**src/rtl/uart_rx_fifo.sv**
```systemverilog
// UART receiver with 16x majority-vote sampling, error pulses and a FWFT receive FIFO.
// Optional parity bit is enabled by defining UART_RX_PARITY_EN.
module uart_rx_fifo #(
    parameter int SYSCLK_FREQ = 50_000_000,
    parameter int BAUD_RATE   = 115200,
    parameter int OVERSAMPLE  = 16,
    parameter int DATA_BITS   = 8,
    parameter int STOP_BITS   = 1,
    parameter int FIFO_DEPTH  = 16,
    parameter int PARITY_ODD  = 0
) (
    input  logic                          clk,
    input  logic                          rst_n,
    input  logic                          uart_rx,
    output logic [DATA_BITS-1:0]          rd_data,
    output logic                          rd_valid,
    input  logic                          rd_ready,
    output logic [$clog2(FIFO_DEPTH):0]   fifo_count,
    output logic                          frame_err,
    output logic                          overrun_err,
    output logic                          parity_err
);

    localparam int AW = $clog2(FIFO_DEPTH);
    localparam int CW = $clog2(OVERSAMPLE);
    localparam logic [31:0]   INC       = 32'(OVERSAMPLE * BAUD_RATE);
    localparam logic [31:0]   FREQ      = 32'(SYSCLK_FREQ);
    localparam logic [CW-1:0] MID_IDX   = CW'(OVERSAMPLE / 2 + 1);
    localparam logic [CW-1:0] LAST_IDX  = CW'(OVERSAMPLE - 1);
    localparam logic [3:0]    LAST_BIT  = 4'(DATA_BITS - 1);
    localparam logic          LAST_STOP = 1'(STOP_BITS - 1);

    typedef enum logic [2:0] {IDLE, START, DATA, PARITY, STOP} state_t;

    state_t               state;
    logic                 sync1, rx_s, rx_prev;
    logic [31:0]          acc, sum;
    logic                 tick;
    logic [CW-1:0]        cnt;
    logic [1:0]           hist;
    logic                 maj, mid, start_edge;
    logic [3:0]           bit_idx;
    logic                 stop_idx, stop_bad, stop_fail;
    logic [DATA_BITS-1:0] shift;
    logic                 parity_ok, frame_done, push, pop, full;
    logic [AW-1:0]        wr_ptr, rd_ptr;
    logic [DATA_BITS-1:0] mem [FIFO_DEPTH];

    always_ff @(posedge clk or negedge rst_n) begin
        if (!rst_n) begin
            sync1   <= 1'b1;
            rx_s    <= 1'b1;
            rx_prev <= 1'b1;
        end else begin
            sync1   <= uart_rx;
            rx_s    <= sync1;
            rx_prev <= rx_s;
        end
    end

    assign start_edge = (state == IDLE) && rx_prev && !rx_s;
    assign sum        = acc + INC;

    // Fractional baud generator; restarting it on the start edge keeps sample phase locked to the frame.
    always_ff @(posedge clk or negedge rst_n) begin
        if (!rst_n) begin
            acc  <= '0;
            tick <= 1'b0;
        end else if (start_edge) begin
            acc  <= '0;
            tick <= 1'b0;
        end else if (sum >= FREQ) begin
            acc  <= sum - FREQ;
            tick <= 1'b1;
        end else begin
            acc  <= sum;
            tick <= 1'b0;
        end
    end

    always_ff @(posedge clk or negedge rst_n) begin
        if (!rst_n) begin
            cnt  <= '0;
            hist <= 2'b11;
        end else if (start_edge) begin
            cnt <= '0;
        end else if (tick) begin
            hist <= {hist[0], rx_s};
            cnt  <= (cnt == LAST_IDX) ? '0 : cnt + 1'b1;
        end
    end

    // hist holds the two earlier window samples; the live sample completes the vote.
    assign maj = (hist[1] & hist[0]) | (hist[1] & rx_s) | (hist[0] & rx_s);
    assign mid = tick && (cnt == MID_IDX);

    assign full       = (fifo_count == (AW + 1)'(FIFO_DEPTH));
    assign rd_valid   = (fifo_count != '0);
    assign pop        = rd_valid && rd_ready;
    assign frame_done = (state == STOP) && mid && (stop_idx == LAST_STOP);
    assign stop_fail  = stop_bad | ~maj;
    assign push       = frame_done && !stop_fail && parity_ok && (!full || pop);

`ifdef UART_RX_PARITY_EN
    logic par_bit;
    assign parity_ok = (((^shift) ^ par_bit) == (PARITY_ODD != 0));
`else
    assign parity_ok  = 1'b1;
    assign parity_err = 1'b0;
`endif

    always_ff @(posedge clk or negedge rst_n) begin
        if (!rst_n) begin
            state       <= IDLE;
            bit_idx     <= '0;
            stop_idx    <= 1'b0;
            stop_bad    <= 1'b0;
            shift       <= '0;
            frame_err   <= 1'b0;
            overrun_err <= 1'b0;
`ifdef UART_RX_PARITY_EN
            par_bit     <= 1'b0;
            parity_err  <= 1'b0;
`endif
        end else begin
            frame_err   <= frame_done && stop_fail;
            overrun_err <= frame_done && !stop_fail && parity_ok && full && !pop;
`ifdef UART_RX_PARITY_EN
            parity_err  <= frame_done && !stop_fail && !parity_ok;
`endif
            case (state)
                IDLE: begin
                    if (start_edge) state <= START;
                end
                START: begin
                    if (mid) begin
                        if (maj) begin
                            state <= IDLE;
                        end else begin
                            state    <= DATA;
                            bit_idx  <= '0;
                            stop_idx <= 1'b0;
                            stop_bad <= 1'b0;
                        end
                    end
                end
                DATA: begin
                    if (mid) begin
                        shift <= {maj, shift[DATA_BITS-1:1]};
                        if (bit_idx == LAST_BIT) begin
`ifdef UART_RX_PARITY_EN
                            state <= PARITY;
`else
                            state <= STOP;
`endif
                        end else begin
                            bit_idx <= bit_idx + 1'b1;
                        end
                    end
                end
`ifdef UART_RX_PARITY_EN
                PARITY: begin
                    if (mid) begin
                        par_bit <= maj;
                        state   <= STOP;
                    end
                end
`endif
                STOP: begin
                    if (mid) begin
                        if (stop_idx == LAST_STOP) begin
                            state <= IDLE;
                        end else begin
                            stop_idx <= 1'b1;
                            stop_bad <= stop_bad | ~maj;
                        end
                    end
                end
                default: state <= IDLE;
            endcase
        end
    end

    always_ff @(posedge clk) begin
        if (push) mem[wr_ptr] <= shift;
    end

    always_ff @(posedge clk or negedge rst_n) begin
        if (!rst_n) begin
            wr_ptr     <= '0;
            rd_ptr     <= '0;
            fifo_count <= '0;
        end else begin
            if (push) wr_ptr <= wr_ptr + 1'b1;
            if (pop)  rd_ptr <= rd_ptr + 1'b1;
            case ({push, pop})
                2'b10:   fifo_count <= fifo_count + 1'b1;
                2'b01:   fifo_count <= fifo_count - 1'b1;
                default: fifo_count <= fifo_count;
            endcase
        end
    end

    assign rd_data = mem[rd_ptr];

endmodule
```
**config.mk**
```make
export PLATFORM = sky130hd
export DESIGN_NAME = uart_rx_fifo
export DESIGN_NICKNAME = d
export VERILOG_FILES = /design/src/rtl/uart_rx_fifo.sv
export SDC_FILE = /design/constraint.sdc
export NUM_CORES = 1
export LEC_CHECK = 0
export ABC_AREA = 1
export BUFFER_PORTS_ARGS = -buffer_cell sky130_fd_sc_hd__buf_2
export CORE_MARGIN = 4
export CORE_UTILIZATION = 55
export DETAILED_ROUTE_END_ITERATION = 8
export PLACE_DENSITY_LB_ADDON = 0.12
export REMOVE_ABC_BUFFERS = 1
export SKIP_CTS_REPAIR_TIMING = 1
export SYNTH_ARGS = -nofsm -noshare
export SYNTH_HDL_FRONTEND = slang
export SYNTH_SLANG_ARGS = --single-unit
```
**constraint.sdc**
```tcl
create_clock -name clk -period 4.1 [get_ports clk]
set_input_delay 0.82 -clock clk [delete_from_list [all_inputs] [get_ports clk]]
set_output_delay 0.82 -clock clk [all_outputs]
set_load 0.03 [all_outputs]
```
==> key figures, run 1 <==
Layout
  – FILL cells: 1310
  – N_diodes: 0
  – Layout area overhead: 9.642%
  – Fraction of layout cells with a size suffix above 1: around an eighth
  – Finished Layout Cells: 1154
  – Layout Nets: 940
  – Seq. cell area: approximately 0.0055 mm^2
  – Multi-input logic area: approximately 0.0033 mm^2

Setup path
  – Crit. End Element: output pin
  – Critical path startpoint category: flop
  – Worst EP required: 3280 ps
  – CP Class: reg -> out
  – Critical path peak fanout: 26
  – WP data arrival: approximately 2600 ps

Pwr
  – Final Total Pwr: 0.007310 W
  – Worst IR Drop VDD: 0.3901 mV
  – Leakage: between 4 and 5 nW
  – Power per cell area: 721.5 mW/mm^2

Routing
  – Antenna Violating Nets Remaining: 0
  – Vias/cell: 5.536
  – Total wire length: about 20000 um
  – DRT iter0 DRCs: between 400 and 500
  – Wire per inst: between 15 and 20 um
  – DRC Markers: 0
  – Pre-antenna DRT Iters: 5
  – Vias: about 6400

Floorplan
  – Die X: 137.6 um
  – Initial cell density of the core: between 50% and 60%
  – IO Pins: 21
  – Site Rows: 47
  – Core Area: approximately 0.017 mm^2
  – Die Span Y: ~140 um
  – Die area: 0.01894 mm^2

Synthesis
  – Post-Syn Instances: 904
  – Seq/Total Area, Yosys: 59.54%
  – Area share of the largest cell type after synthesis: around 42%
  – Post-Syn Area per Cell: 10.22 um^2
  – FFs w/ async S/R, synth: 34.02%
  – Post-synth EDFFs: about 130
  – Synth area leader: edfxtp_1
  – Most used flip-flop cell after synthesis: edfxtp_1
  – Mapped cell area: 0.009240 mm^2
  – Synth unique cells: 49
  – Yosys warning total: 0
  – Top cells by area, synth: edfxtp_1 42%, dfrtp_1 17%, nand2_1 7.8%
  – Synth Register Bits: 194

STA
  – Post-Route Skew: between 10 and 15 ps
  – Worst slew pin tran: between 800 and 900 ps
  – Setup_tns: 0 ps
  – Worst slew margin: about 41%
  – Final Hold Fails: 0
  – Slew Limit Fails: 0
  – Fmax: roughly 0.29 GHz
  – Final-report setup violation count: 0
  – Hold Slack: 359.5 ps
  – Minimum period implied by the final worst setup slack: approximately 3400 ps
  – RSZ-0062 raised after global routing: false
  – Period utilisation layout: 83.22%

Placement
  – Post-placement cell count: 1122
  – GPL Wtd Cong: 0.9058
  – Buffers on Ports: 19
  – Dpl hpwl: 13620 um

Min path
  – Hold Path Class: reg -> reg

Run status
  – Status: finished clean

Clock tree
  – Clock Latency Late Sink: 430 ps
  – H-tree depth: 4
  – CTS tree: built
  – Root Buffer: clkbuf_16
  – Num CTS Buffers: 17
  – Clock Path Buffers: 2
  – # clock sinks: just under 200
  – Clk slew on worst S/H paths: 80 ps

Global route
  – Vias in the first global route: 6126
  – Initial antenna violation count: 0
  – First-pass GRT wire length: 31620 um
  – GRT Total Usage: 22.06%
  – Total grt overflow: 0
  – Largest net degree at the start of global routing: 68

Flow run
  – Max_cap viols: 0
[cells by family after synthesis]
family	Yosys count	share of synthesized area [%]
compound gates	120	8.314
xor+xnor	22	2.085
fa+ha+maj	15	2.112
buf+inv	110	4.793
flops	194	59.54
mux	24	2.600
other cells	1	0.04058
simple gates	418	20.51
[sequential cells by signal, indices dropped and copies added (netlist names)]
register     count
stop_bad         1
mem            128
acc             25
overrun_err      1
sync1            1
tick             1
shift            8
cnt              4
rx_s             1
hist             2
rx_prev          1
state            3
bit_idx          4
rd_ptr           4
fifo_count       5
frame_err        1
wr_ptr           4
[synthesized netlist by cell type, types with 3 or more instances]
master / instances
inv_1: 68
nor2_4: 5
nand4_1: 11
o221ai_1: 24
ha_1: 14
nand2_4: 5
nand2_1: 192
nor3_1: 4
nor2_1: 123
nor2_2: 9
mux2i_1: 24
nand3_1: 42
dfstp_2: 5
nand2_2: 14
a21oi_1: 11
o211ai_1: 8
xor2_1: 21
nand3_2: 3
inv_2: 9
clkbuf_1: 20
edfxtp_1: 128
clkinv_1: 5
dfrtp_1: 61
o21ai_1: 11
o32ai_1: 8
o21ai_0: 47
[placed cells by master (no fill, tap or decap), types with 5 or more instances in the layout]
master,n
inv_8,5
o211ai_1,8
clkinv_1,5
nand3_1,42
edfxtp_1,128
nor2_2,9
dfrtp_1,60
nand4_1,11
buf_4,5
o21ai_0,47
xor2_1,21
o221ai_1,24
nand2_4,5
nand2_1,192
a21oi_1,11
buf_2,19
ha_1,14
o32ai_1,8
inv_2,9
nand2_2,14
inv_1,68
nor2_4,5
clkbuf_16,17
o21ai_1,11
mux2i_1,24
dfstp_2,5
nor2_1,123
[area by class of cell]
type | count | share of cell area, %
clock inverters | 15 | 1.643
repair buffers | 25 | 1.507
clock buffers | 17 | 4.199
flip-flops and latches | 194 | 54.32
inverters | 83 | 3.088
well taps | 220 | 2.717
multi-input cells | 600 | 32.53
[through the flow]
step | worst slack, ps | utilization (%) | area (um^2)
global route | 543.2 | 61.31 | 10130
finish | 687.9 | 61.31 | 10130
CTS | 720.5 | 61.31 | 10130
detailed placement | 1017 | 57.73 | 9539
floorplan | 143.1 | - | 9110
global placement | 1168 | 57.73 | 9539
[routing by layer]
layer	vias to the layer above	GRT usage [%]	wire length [um]
li1	3122	-	-
met1	3053	29.11	8495
met2	183	37.66	10160
met3	31	2.776	914
met4	0	7.871	399
met5	-	0	0
[power by group]
group	leakage (nW)	internal [W]	switching [W]	total, W
logic	2.02	0.00103	0.00206	0.00309
clock network	0.287	0.000870	0.000768	0.00164
registers	2.01	0.00231	0.000271	0.00258
total	4.32	0.00421	0.00310	0.00731
[final timing paths]
check                                from  cells after the start         end  slack (ps)
worst min-delay path                sync1                      0        rx_s         360
max in group asynchronous           rst_n                      2     rx_prev        3360
worst max-delay path            rd_ptr[2]                      5  rd_data[3]         690
min in group asynchronous           rst_n                      2     acc[14]         400
worst min register to register      sync1                      0        rx_s         360
worst max register to register     cnt[1]                     10   mem[5][3]        1050
[critical path, stage by stage (launching register included)]
cell,delay [ps]
dfrtp_1,920
clkinv_1,500
o221ai_1,270
nand3_1,170
nand2_1,120
buf_2,200
No activity file was read; power rests on OpenSTA's default activity.
==> run 2, diff against run 1 <==
clock period = 2.9 ns   (was 4.1 ns; I/O delays follow)
==> key figures, run 2 (synthesis results as in run 1) <==
Global route
  – First-pass GRT wire length: 31420 um (was 31620 um)
  – GRT Total Usage: 21.54% (was 22.06%)
  – Initial antenna violation count: 0 (unchanged)
  – Total grt overflow: 0 (unchanged)
  – Vias in the first global route: 6375 (was 6126)
  – Largest net degree at the start of global routing: 67 (was 68)

Floorplan
  – Die area: 0.01894 mm^2 (unchanged)
  – Initial cell density of the core: 55.92% (unchanged)
  – IO Pins: 21 (unchanged)
  – Core Area: 0.01652 mm^2 (unchanged)
  – Die Span Y: 137.6 um (unchanged)
  – Site Rows: 47 (unchanged)
  – Die X: 137.6 um (unchanged)

Layout
  – Layout Nets: 959 (was 940)
  – N_diodes: 0 (unchanged)
  – Most common cell after layout, fill and taps aside: nand2_1 (unchanged)
  – Layout area overhead: 11.25% (was 9.642%)
  – Final Util: 62.21% (was 61.31%)
  – Finished Layout Cells: 1173 (was 1154)
  – Most frequent cells in the layout: 191 x nand2_1, 128 x edfxtp_1, 123 x nor2_1 (was 192 x nand2_1, 128 x edfxtp_1, 123 x nor2_1)
  – Reg with most FFs: mem (unchanged)
  – Seq. cell area: 0.005503 mm^2 (unchanged)
  – Multi-input logic area: 0.003309 mm^2 (was 0.003296 mm^2)
  – Post-route cell area: 0.01028 mm^2 (was 0.01013 mm^2)
  – Fraction of layout cells with a size suffix above 1: 14.17% (was 12.53%)
  – Max FFs per register: 128 (unchanged)
  – FILL cells: 1305 (was 1310)
  – Largest regs: mem: 128 flops, acc: 25 flops, shift: 8 flops (unchanged)

Routing
  – Pre-antenna DRT Iters: 5 (unchanged)
  – DRT iter0 DRCs: 480 (was 446)
  – Total wire length: 19400 um (was 19970 um)
  – DRC Markers: 0 (unchanged)
  – Vias/cell: 5.485 (was 5.536)
  – Vias: 6434 (was 6389)
  – Antenna Violating Nets Remaining: 0 (unchanged)
  – Wire per inst: 16.54 um (was 17.30 um)

Setup path
  – Worst EP required: 2320 ps (was 3280 ps)
  – Critical path startpoint category: flop (unchanged)
  – Critical path peak fanout: 66 (was 26)
  – WP data arrival: 2140 ps (was 2590 ps)
  – Crit. End Element: output pin (unchanged)
  – CP Class: reg -> out (unchanged)

Clock tree
  – # clock sinks: 194 (unchanged)
  – CTS tree: built (unchanged)
  – Root Buffer: clkbuf_16 (unchanged)
  – Clk slew on worst S/H paths: 70 ps (was 80 ps)
  – H-tree depth: 4 (unchanged)
  – Clock Latency Late Sink: 430 ps (about the same)
  – Clock Path Buffers: 2 (unchanged)
  – Num CTS Buffers: 17 (unchanged)

Pwr
  – Power per cell area: 999.8 mW/mm^2 (was 721.5 mW/mm^2)
  – Leakage: 4.407 nW (was 4.323 nW)
  – Final Total Pwr: 0.01028 W (was 0.007310 W)
  – Worst IR Drop VDD: 0.6159 mV (was 0.3901 mV)

STA
  – Setup_tns: 0 ps (unchanged)
  – Period utilisation layout: 93.66%
  – Final Hold Fails: 0 (unchanged)
  – RSZ-0062 raised after global routing: false (unchanged)
  – Post-Route Skew: 11.96 ps (was 10.76 ps)
  – Final-report setup violation count: 0 (unchanged)
  – Worst slew pin tran: 705.9 ps (was 879.1 ps)
  – Minimum period implied by the final worst setup slack: 2716 ps
  – Worst slew margin: 52.94% (was 41.39%)
  – Slew Limit Fails: 0 (unchanged)
  – Fmax: 0.3682 GHz

Placement
  – Buffers on Ports: 19 (unchanged)
  – GPL Wtd Cong: 0.8358 (was 0.9058)
  – Post-placement cell count: 1141 (was 1122)
  – Placed instance area: 0.009719 mm^2 (was 0.009539 mm^2)
  – Dpl hpwl: 12870 um (was 13620 um)

Min path
  – Hold Path Class: in -> async (was reg -> reg)

Flow run
  – Max_cap viols: 0 (unchanged)

Run status
  – Status: finished clean (unchanged)
[run 2: per-stage QoR]
step                setup slack, ps  hold slack [ps]
finish                        183.8            140.6
floorplan                    -816.9            284.4
CTS                          -25.67            174.3
global route                  34.55            190.6
detailed placement           -12.27            351.9
global placement              179.9            361.3
[run 2: report_power, final]
| part | internal, W | total (W) | switching [W] | leakage (nW) |
|---|---|---|---|---|
| logic | 0.00152 | 0.00448 | 0.00297 | 2.14 |
| clock network | 0.00118 | 0.00217 | 0.000989 | 0.247 |
| registers | 0.00327 | 0.00363 | 0.000358 | 2.02 |
| total | 0.00596 | 0.0103 | 0.00431 | 4.41 |
[run 2: worst max-delay path, stage by stage (launching register included)]
cell	delay, ps
dfrtp_2	380
buf_12	300
nor2_1	100
o32ai_1	410
o211ai_1	190
nand2_1	100
buf_2	190
[run 2: path summary, 6_finish.rpt]
kind / startpoint / endpoint / slack [ps] / depth (start not counted)
worst max-delay path: rd_ptr[0] / rd_data[5] / 180 / 6
worst min-delay path: rst_n / acc[17] / 140 / 2
worst max register to register: cnt[1] / fifo_count[4] / 290 / 20
worst min register to register: sync1 / rx_s / 360 / 0
max in group asynchronous: rst_n / hist[1] / 2390 / 2
min in group clk: uart_rx / sync1 / 250 / 1
[run 2: layout make-up]
cell class / instances / share of cell area [%]
clock buffer: 19 / 4.211
clock inverter: 13 / 1.108
inverter: 83 / 3.043
multi-input combinational: 600 / 32.19
sequential: 194 / 53.53
tap: 220 / 2.678
timing repair buffer: 44 / 3.238
[run 2: metal layers]
layer,vias to the layer above,routed length [um],global-route usage (%)
met2,148,10310,39.21
li1,3152,-,-
met1,3118,7947,25.93
met4,0,263,7.373
met3,16,875,3.360
met5,-,0,0
==> run 3, diff against run 2 <==
CORE_UTILIZATION = 45   (was 55)
clock period = 2.5 ns   (was 2.9 ns; I/O delays follow)
==> key figures, run 3 (synthesis results as in run 1) <==
STA
  – Post-Route Skew: 16.50 ps (was 11.96 ps)
  – Slew Limit Fails: 0 (unchanged)
  – Fmax: 0.3965 GHz
  – Minimum period implied by the final worst setup slack: 2522 ps
  – Setup_tns: -22.39 ps (was 0 ps)
  – Worst slew pin tran: 707.7 ps (was 705.9 ps)
  – RSZ-0062 raised after global routing: true (was false)
  – Final Hold Fails: 0 (unchanged)
  – Period utilisation layout: 100.9%
  – Final WS setup: -22.39 ps (was 183.8 ps)
  – Final-report setup violation count: 1 (was 0)
  – Worst slew margin: 52.82% (was 52.94%)

Global route
  – First-pass GRT wire length: 32380 um (was 31420 um)
  – Largest net degree at the start of global routing: 53 (was 67)
  – Initial antenna violation count: 0 (unchanged)
  – Vias in the first global route: 6370 (was 6375)
  – GRT Total Usage: 18.24% (was 21.54%)
  – Total grt overflow: 0 (unchanged)

Clock tree
  – Root Buffer: clkbuf_16 (unchanged)
  – H-tree depth: 4 (unchanged)
  – CTS tree: built (unchanged)
  – Num CTS Buffers: 17 (unchanged)
  – Clock Path Buffers: 2 (unchanged)
  – Clock Latency Late Sink: 450 ps (was 430 ps)
  – Clk slew on worst S/H paths: 80 ps (was 70 ps)
  – # clock sinks: 194 (unchanged)

Floorplan
  – Die area: 0.02289 mm^2 (was 0.01894 mm^2)
  – Site Rows: 52 (was 47)
  – Initial cell density of the core: 45.67% (was 55.92%)
  – Die X: 151.3 um (was 137.6 um)
  – Die Span Y: 151.3 um (was 137.6 um)
  – IO Pins: 21 (unchanged)
  – Core Area: 0.02023 mm^2 (was 0.01652 mm^2)

Setup path
  – CP Class: reg -> out (unchanged)
  – WP data arrival: 2020 ps (was 2140 ps)
  – Crit. End Element: output pin (unchanged)
  – Critical path peak fanout: 27 (was 66)
  – Critical path startpoint category: flop (unchanged)
  – Worst EP required: 2000 ps (was 2320 ps)

Pwr
  – Final Total Pwr: 0.01314 W (was 0.01028 W)
  – Power per cell area: 1184 mW/mm^2 (was 999.8 mW/mm^2)
  – Leakage: 4.725 nW (was 4.407 nW)
  – Worst IR Drop VDD: 0.6506 mV (was 0.6159 mV)

Flow run
  – Max_cap viols: 0 (unchanged)

Layout
  – Layout area overhead: 20.15% (was 11.25%)
  – Finished Layout Cells: 1262 (was 1173)
  – FILL cells: 1746 (was 1305)
  – Largest regs: mem: 128 flops, acc: 25 flops, shift: 8 flops (unchanged)
  – Fraction of layout cells with a size suffix above 1: 22.78% (was 14.17%)
  – Most common cell after layout, fill and taps aside: nand2_1 (unchanged)
  – Max FFs per register: 128 (unchanged)
  – Reg with most FFs: mem (unchanged)
  – N_diodes: 0 (unchanged)
  – Layout Nets: 998 (was 959)
  – Most frequent cells in the layout: 182 x nand2_1, 128 x edfxtp_1, 120 x nor2_1 (was 191 x nand2_1, 128 x edfxtp_1, 123 x nor2_1)

Routing
  – Wire per inst: 16.54 um (about the same)
  – Total wire length: 20870 um (was 19400 um)
  – DRT iter0 DRCs: 366 (was 480)
  – DRC Markers: 0 (unchanged)
  – Pre-antenna DRT Iters: 4 (was 5)
  – Vias: 6560 (was 6434)
  – Antenna Violating Nets Remaining: 0 (unchanged)
  – Vias/cell: 5.198 (was 5.485)

Min path
  – Hold Path Class: in -> reg (was in -> async)

Placement
  – GPL Wtd Cong: 0.8477 (was 0.8358)
  – Buffers on Ports: 19 (unchanged)
  – Dpl hpwl: 13230 um (was 12870 um)
  – Post-placement cell count: 1217 (was 1141)

Run status
  – Failing checks: negative setup slack
  – Status: finished with violations (was finished clean)
[run 3: cell count changes in the layout (fill, tap and decap cells not counted), moves of 6 or more]
cell	before	now
buf_4	21	50
nand2_1	191	182
inv_1	68	60
buf_2	19	12
nand2_2	15	22
o32ai_1	8	1
o32ai_2	0	7
buf_6	0	6
[run 3: final cells by class]
cell class | count | area (um^2) | area share, %
sequential | 194 | 5505 | 49.59
multi-input combinational | 603 | 3587 | 32.31
timing repair buffer | 80 | 735.7 | 6.627
clock buffer | 17 | 425.4 | 3.832
tap | 270 | 337.8 | 3.043
inverter | 83 | 329.1 | 2.964
clock inverter | 15 | 181.4 | 1.634
[run 3: power by group]
group / internal (W) / total, W / switching, W
registers: 0.00379 / 0.00421 / 0.000417
clock network: 0.00138 / 0.00278 / 0.00139
logic: 0.00242 / 0.00616 / 0.00375
total: 0.00759 / 0.0131 / 0.00556
[run 3: routing by layer]
| layer | vias up | global-route usage (%) | wire (um) |
|---|---|---|---|
| li1 | 3244 | - | - |
| met1 | 3175 | 23.81 | 9311 |
| met2 | 110 | 30.58 | 10400 |
| met3 | 31 | 2.902 | 662 |
| met4 | 0 | 7.026 | 496 |
| met5 | - | 0 | 0 |
[run 3: through the flow]
stage,utilization (%),setup slack [ps],hold WS (ps),cell area (um^2)
after CTS,52.45,-204.6,-57.85,10610
after global routing,54.87,-62.61,133.3,11100
after global placement,49.45,-53.89,347.2,10010
final,54.87,-22.39,153.7,11100
after detailed placement,49.45,-180.0,348.8,10010
after floorplan,-,-1137,204.4,9110
[run 3: final timing paths]
kind / start / endpoint / slack (ps) / cells past startpoint
worst max-delay path: rd_ptr[0] / rd_data[1] / -20 / 6
worst min-delay path: uart_rx / sync1 / 150 / 1
worst max register to register: cnt[1] / fifo_count[4] / 150 / 20
worst min register to register: sync1 / rx_s / 360 / 0
max in group asynchronous: rst_n / rx_prev / 1410 / 3
min in group asynchronous: rst_n / acc[17] / 480 / 2
[run 3: worst max-delay path, cell delays in order (launching register included)]
cell and delay [ps]:
dfrtp_2 480, buf_12 200, o21ai_1 180, o32ai_2 90, o211ai_1 330, nand2_1 140, buf_6 160
